===== src/rtl/load_align_unit.sv =====
// Load alignment unit: latches a load request, waits for the memory read handshake and
// returns the extended byte/halfword/word. Define LOAD_TIMEOUT_EN to enable the wait timeout fault.
module load_align_unit #(
  parameter int TIMEOUT = 16,
  parameter int CNT_W   = 8
) (
  input  logic        clk,
  input  logic        rst,
  input  logic        start,
  input  logic [5:0]  OP,
  input  logic [1:0]  addr_lo,
  input  logic [31:0] mem_rdata,
  input  logic        mem_ready,
  output logic        busy,
  output logic        done,
  output logic [31:0] ldata,
  output logic        misalign,
  output logic        timeout
);

  // Opcode values match instr_def.v (MIPS I-type loads/stores).
  localparam logic [5:0] OP_LB  = 6'b100000;
  localparam logic [5:0] OP_LH  = 6'b100001;
  localparam logic [5:0] OP_LW  = 6'b100011;
  localparam logic [5:0] OP_LBU = 6'b100100;
  localparam logic [5:0] OP_LHU = 6'b100101;

  typedef enum logic [1:0] {
    S_IDLE  = 2'd0,
    S_WAIT  = 2'd1,
    S_DONE  = 2'd2,
    S_FAULT = 2'd3
  } state_t;

  state_t      state_q, state_d;
  logic [5:0]  op_q, op_d;
  logic [1:0]  off_q, off_d;
  logic [31:0] ldata_q, ldata_d;
  logic        mis_q, mis_d;

  // True when the opcode/offset pair cannot be serviced as a load.
  function automatic logic bad_request(input logic [5:0] op, input logic [1:0] off);
    logic bad;
    case (op)
      OP_LB, OP_LBU: bad = 1'b0;
      OP_LH, OP_LHU: bad = off[0];
      OP_LW:         bad = (off != 2'b00);
      default:       bad = 1'b1;
    endcase
    return bad;
  endfunction

  function automatic logic [31:0] extract(input logic [5:0] op, input logic [1:0] off,
                                          input logic [31:0] word);
    logic [7:0]  b;
    logic [15:0] h;
    logic [31:0] r;
    b = word[8*off +: 8];
    h = off[1] ? word[31:16] : word[15:0];
    case (op)
      OP_LB:   r = {{24{b[7]}}, b};
      OP_LBU:  r = {24'h000000, b};
      OP_LH:   r = {{16{h[15]}}, h};
      OP_LHU:  r = {16'h0000, h};
      OP_LW:   r = word;
      default: r = 32'h0000_0000;
    endcase
    return r;
  endfunction

`ifdef LOAD_TIMEOUT_EN
  logic [CNT_W-1:0] cnt_q, cnt_d;
  logic             to_q, to_d;
`else
  logic [CNT_W-1:0] unused_cfg_s;
  assign unused_cfg_s = CNT_W'(TIMEOUT);
`endif

  // Next-state and datapath update.
  always_comb begin
    state_d = state_q;
    op_d    = op_q;
    off_d   = off_q;
    ldata_d = ldata_q;
    mis_d   = mis_q;
`ifdef LOAD_TIMEOUT_EN
    cnt_d   = cnt_q;
    to_d    = to_q;
`endif
    case (state_q)
      S_IDLE: begin
        if (start) begin
          op_d  = OP;
          off_d = addr_lo;
`ifdef LOAD_TIMEOUT_EN
          cnt_d = {CNT_W{1'b0}};
          to_d  = 1'b0;
`endif
          if (bad_request(OP, addr_lo)) begin
            mis_d   = 1'b1;
            state_d = S_FAULT;
          end else begin
            mis_d   = 1'b0;
            state_d = S_WAIT;
          end
        end else begin
          state_d = S_IDLE;
        end
      end
      S_WAIT: begin
        if (mem_ready) begin
          ldata_d = extract(op_q, off_q, mem_rdata);
          state_d = S_DONE;
        end else begin
`ifdef LOAD_TIMEOUT_EN
          // A ready in the last allowed cycle is taken above, so it beats the timeout.
          if (cnt_q == CNT_W'(TIMEOUT - 1)) begin
            to_d    = 1'b1;
            state_d = S_FAULT;
          end else begin
            cnt_d   = cnt_q + {{(CNT_W-1){1'b0}}, 1'b1};
          end
`else
          state_d = S_WAIT;
`endif
        end
      end
      S_DONE, S_FAULT: state_d = S_IDLE;
      default:         state_d = S_IDLE;
    endcase
  end

  // State and datapath registers with synchronous active-low reset.
  always_ff @(posedge clk) begin
    if (!rst) begin
      state_q <= S_IDLE;
      op_q    <= 6'b000000;
      off_q   <= 2'b00;
      ldata_q <= 32'h0000_0000;
      mis_q   <= 1'b0;
`ifdef LOAD_TIMEOUT_EN
      cnt_q   <= {CNT_W{1'b0}};
      to_q    <= 1'b0;
`endif
    end else begin
      state_q <= state_d;
      op_q    <= op_d;
      off_q   <= off_d;
      ldata_q <= ldata_d;
      mis_q   <= mis_d;
`ifdef LOAD_TIMEOUT_EN
      cnt_q   <= cnt_d;
      to_q    <= to_d;
`endif
    end
  end

  assign busy     = (state_q != S_IDLE);
  assign done     = (state_q == S_DONE) || (state_q == S_FAULT);
  assign ldata    = ldata_q;
  assign misalign = mis_q;
`ifdef LOAD_TIMEOUT_EN
  assign timeout  = to_q;
`else
  assign timeout  = 1'b0;
`endif

endmodule


===== config.mk =====
export PLATFORM = sky130hd
export DESIGN_NAME = load_align_unit
export DESIGN_NICKNAME = d
export VERILOG_FILES = /design/src/rtl/load_align_unit.sv
export SDC_FILE = /design/constraint.sdc
export NUM_CORES = 1
export LEC_CHECK = 0
export ABC_AREA = 1
export CORE_ASPECT_RATIO = 1.25
export CORE_MARGIN = 2
export CORE_UTILIZATION = 40
export CTS_CLUSTER_SIZE = 16
export DETAILED_ROUTE_END_ITERATION = 7
export PLACE_DENSITY = 0.71
export SYNTH_ARGS = -nofsm -noshare
export SYNTH_HDL_FRONTEND = slang
export SYNTH_SLANG_ARGS = --single-unit
export TNS_END_PERCENT = 30

===== constraint.sdc =====
create_clock -name clk -period 3 [get_ports clk]
set_input_delay 0.6 -clock clk [delete_from_list [all_inputs] [get_ports clk]]
set_output_delay 0.6 -clock clk [all_outputs]
set_load 0.01 [all_outputs]

Yosys cells after proc, flatten, opt, wreduce, memory -nomap -nowiden:

Index checks and enable logic that the tools add are counted.

* bits of input ports: 44
* bits in registers: 43
* output and inout bits: 36
* word-level logic and storage cells: 38

* equality and inequality tests: 13
* shifts and indexed selects: 1
* multiplexer cells: 10
* reduce and logical (&&, ||, !) cells: 9

Operator list (count)
* $pmux W32 S5: 1
* $eq A6 B6 Y1 const B: 10
* $shiftx A32 B6 Y8: 1
* $mux W16: 1
* $mux W2: 3
* $pmux W2 S3: 1
* $reduce_or A2 Y1: 3
* $eq A2 B2 Y1 const B: 2
* $reduce_and A2 Y1: 2
* $reduce_bool A2 Y1: 2
* $mux W1: 3
* $pmux W1 S3: 1
* $eq A2 B1 Y1 const B: 1
* $logic_not A2 Y1: 1
* $logic_or A1 B1 Y1: 1

Longest topological paths before layout:

* word-level depth: 8
* depth in mapped cells: 9
* gate-level depth less buffers: 8

Least setup slack after synthesis:

Ideal clock, no wire load.

* path type: input-to-reg
* start: input port mem_ready
* end: register ldata_q[13], in the netlist ldata[13]
* stages on the path: 5
* library setup time: 0.071 ns
* path buffers: 1
* data arrival time: 1.371 ns
* slack: 1.558 ns
* data required time: 2.929 ns
* cell sequence: nand3_1 -> inv_1 -> buf_1 -> nand2_1 -> a21oi_1

* longest elaborated chain between the ends: 1

Ends and longest elaborated chain
* start: declaration: RTL line 13 `input logic mem_ready,`
* $reduce_and A2 Y1 (no source line)
* end signal: assignment: RTL line 149 `ldata_q <= ldata_d;`
* end: declaration: RTL line 38 `logic [31:0] ldata_q, ldata_d;`

Every way passes these cells.
A chain may end at the register's enable or synchronous reset.

Worst setup path in the final report:

* start: input port mem_rdata[31]
* end: register ldata_q[9], in the netlist ldata[9]

* longest elaborated chain between the ends: 2

Ends and longest elaborated chain
* start: declaration: RTL line 12 `input logic [31:0] mem_rdata,`
* $shiftx A32 B6 Y8: RTL line 58 `b = word[8*off +: 8];`
* $pmux W32 S5: RTL line 60 `case (op)`

Every way passes these cells.

==> impl_metrics.ini <==
[floorplanning]
die_h_um = 91.4
placementRows = 31
core_area_um2 = 5860
die_w_um = 73.9
start_util_pct = 41.7
ioPinCount = 80
die_area_um2 = 6760

[place]
gp_congestion = 0.843
post_dp_cell_area_um2 = 3180
dpl.hpwl_um = 4850
io_buffers = 78

[synth]
synth_nets = 420
synth.most_common_cell = nand2_1
yosysSeqAreaShare_pct = 35.2
ys_ff_latch = 43
synth.distinct_cells = 24
syn_area_um2 = 2440
synth.top_cell.area_share_pct = 35.2
synth_flop_cell = dfxtp_1
yosys_warnings = 0
synth_common_cells = 165 x nand2_1, 44 x nand3_1, 43 x dfxtp_1
ys_top_cells_by_area = dfxtp_1 35%, nand2_1 25%, nand3_1 9.0%
synthCells = 376
synth_top_area_cell = dfxtp_1
ys_async_sr_fraction_pct = 0
synth_edf_count = 0
syn_avg_cell_area_um2 = 6.50

[clock_tree]
cts_hold_buf = 0
post_cts_buffers = 0
root_buffer = clkbuf_8
clock_sinks = 43
insertion_delay_ns = 0.29
numCtsBuffers = 5
clockBufferDepth = 2
cts_tree = done
cts_resized = 0
clk_pin_slew_ns = 0.07
cts_max_level = 2

[routing]
vias_per_cell = 4.98
wl_um = 6820
firstDrtPassIters = 5
drcViolationCount = 0
routedWlPerCell_um = 13.0
detail-route-antenna-nets = 0
vias = 2608
dr.first_iter.drc_count = 168

[timing]
fin_crit_ns = 1.93
tightest_slew_ns = 0.673
finalCritPeriodShare_pct = 64.2
rsz0062_at_grt = false
maxSlewHeadroom_pct = 55.0
setup_tns_ns = 0
max_freq_ghz = 0.519
finalSetupViolCount = 0
fin_skew_ns = 0.00442
final_hold_viol_count = 0
slew_violations = 0

[layout]
layout.nets = 487
final_area_um2 = 3250
fin_util_pct = 55.5
drive_gt1_share_pct = 6.79
seq_area_um2 = 861
final.fill_count = 601
multiInputGateArea_um2 = 1340
area_growth_pct = 33.0
antenna_cells = 0

[worst_setup_path]
crit_fanout = 24
path_class = in -> reg
cp.required_ns = 3.22
critPathArrivalTime_ns = 2.15
cp-end-kind = flop
cp-start-kind = input port

[global_routing]
top_usage_layer = met2
grt_util_met1_pct = 26.6
grt_first_pass_wirelength_um = 11300
antenna_found_initial = 0
use_met3_pct = 4.44
use_met2_pct = 34.7
track_usage_pct = 21.1
grt_start_max_net_pins = 35
grt_pass1_vias = 2497
grt-ovfl-total = 0

[power]
power_density_nw_per_um2 = 376
p_leak_nw = 1.32
ir_drop_mv = 0.190

[flow_run]
maxCapViolCount = 0

[status]
status = finished clean

[worst_hold_path]
min_path_type = reg -> reg
==> layout by cell type (no fill, tap or decap), drive strengths merged <==
cell type / count
a21oi: 46
clkdlybuf4s50: 78
dfxtp: 43
conb: 1
nand3: 48
nor2: 18
clkbuf: 6
o21ai: 10
nand4: 1
clkinv: 4
nand3b: 1
inv: 14
buf: 4
nand2: 167
nor3b: 1
==> path summary, 6_finish.rpt <==
kind	to	cells after the start	start	slack (ns)
hold / removal	ldata[6]	2	ldata[6]	0.47
setup reg to reg	ldata[9]	8	off_q[1]	1.14
hold reg to reg	ldata[6]	2	ldata[6]	0.47
setup / recovery	ldata[9]	7	mem_rdata[31]	1.07
==> where the power goes <==
part / switching (mW) / internal [mW]
logic: 0.161 / 0.116
clock network: 0.187 / 0.155
registers: 0.0156 / 0.589
==> final cells by class <==
class	count	share of cell area [%]
timing repair buffer	82	24.9
tap	82	3.16
inverter	18	2.12
clock buffer	6	2.23
sequential	43	26.5
multi-input combinational	293	41.1
==> registers in the layout, indices dropped and copies added (netlist names) <==
signal    count
off_q         2
ldata        32
op_q          6
misalign      1
state_q       2
==> worst max-delay path, cell delays in order <==
cell	delay (ns)
clkdlybuf4s50_1	0.49
nand2_1	0.08
nand3_1	0.14
nand3_2	0.42
nand3_1	0.21
nand2_1	0.08
a21oi_1	0.13
==> through the flow <==
| stage | hold slack (ns) | power, mW | setup WS (ns) | instances |
|---|---|---|---|---|
| 2_1_floorplan | 0.472 | 0.784 | 1.56 | 376 |
| 3_3_place_gp | 0.452 | 0.891 | 0.827 | 518 |
| 3_5_place_dp | 0.456 | 0.893 | 0.775 | 518 |
| 4_1_cts | 0.468 | 1.24 | 1.08 | 524 |
| 5_1_grt | 0.488 | 1.29 | 0.875 | 524 |
| 6_report | 0.466 | 1.22 | 1.07 | 524 |
==> per-layer routing <==
metal / part of all wire [%] / wire length (um)
met5: 0 / 0
met4: 1.5 / 102
met3: 6.3 / 430
met2: 48 / 3300
met1: 44 / 2990
==> kinds of logic after synthesis <==
kind of cell / share of synthesized area [%]
buf+inv: 10.1
simple gates: 42.0
compound gates: 12.5
other cells: 0.153
flops: 35.2
Note: power is estimated with default switching activity, not from simulation.
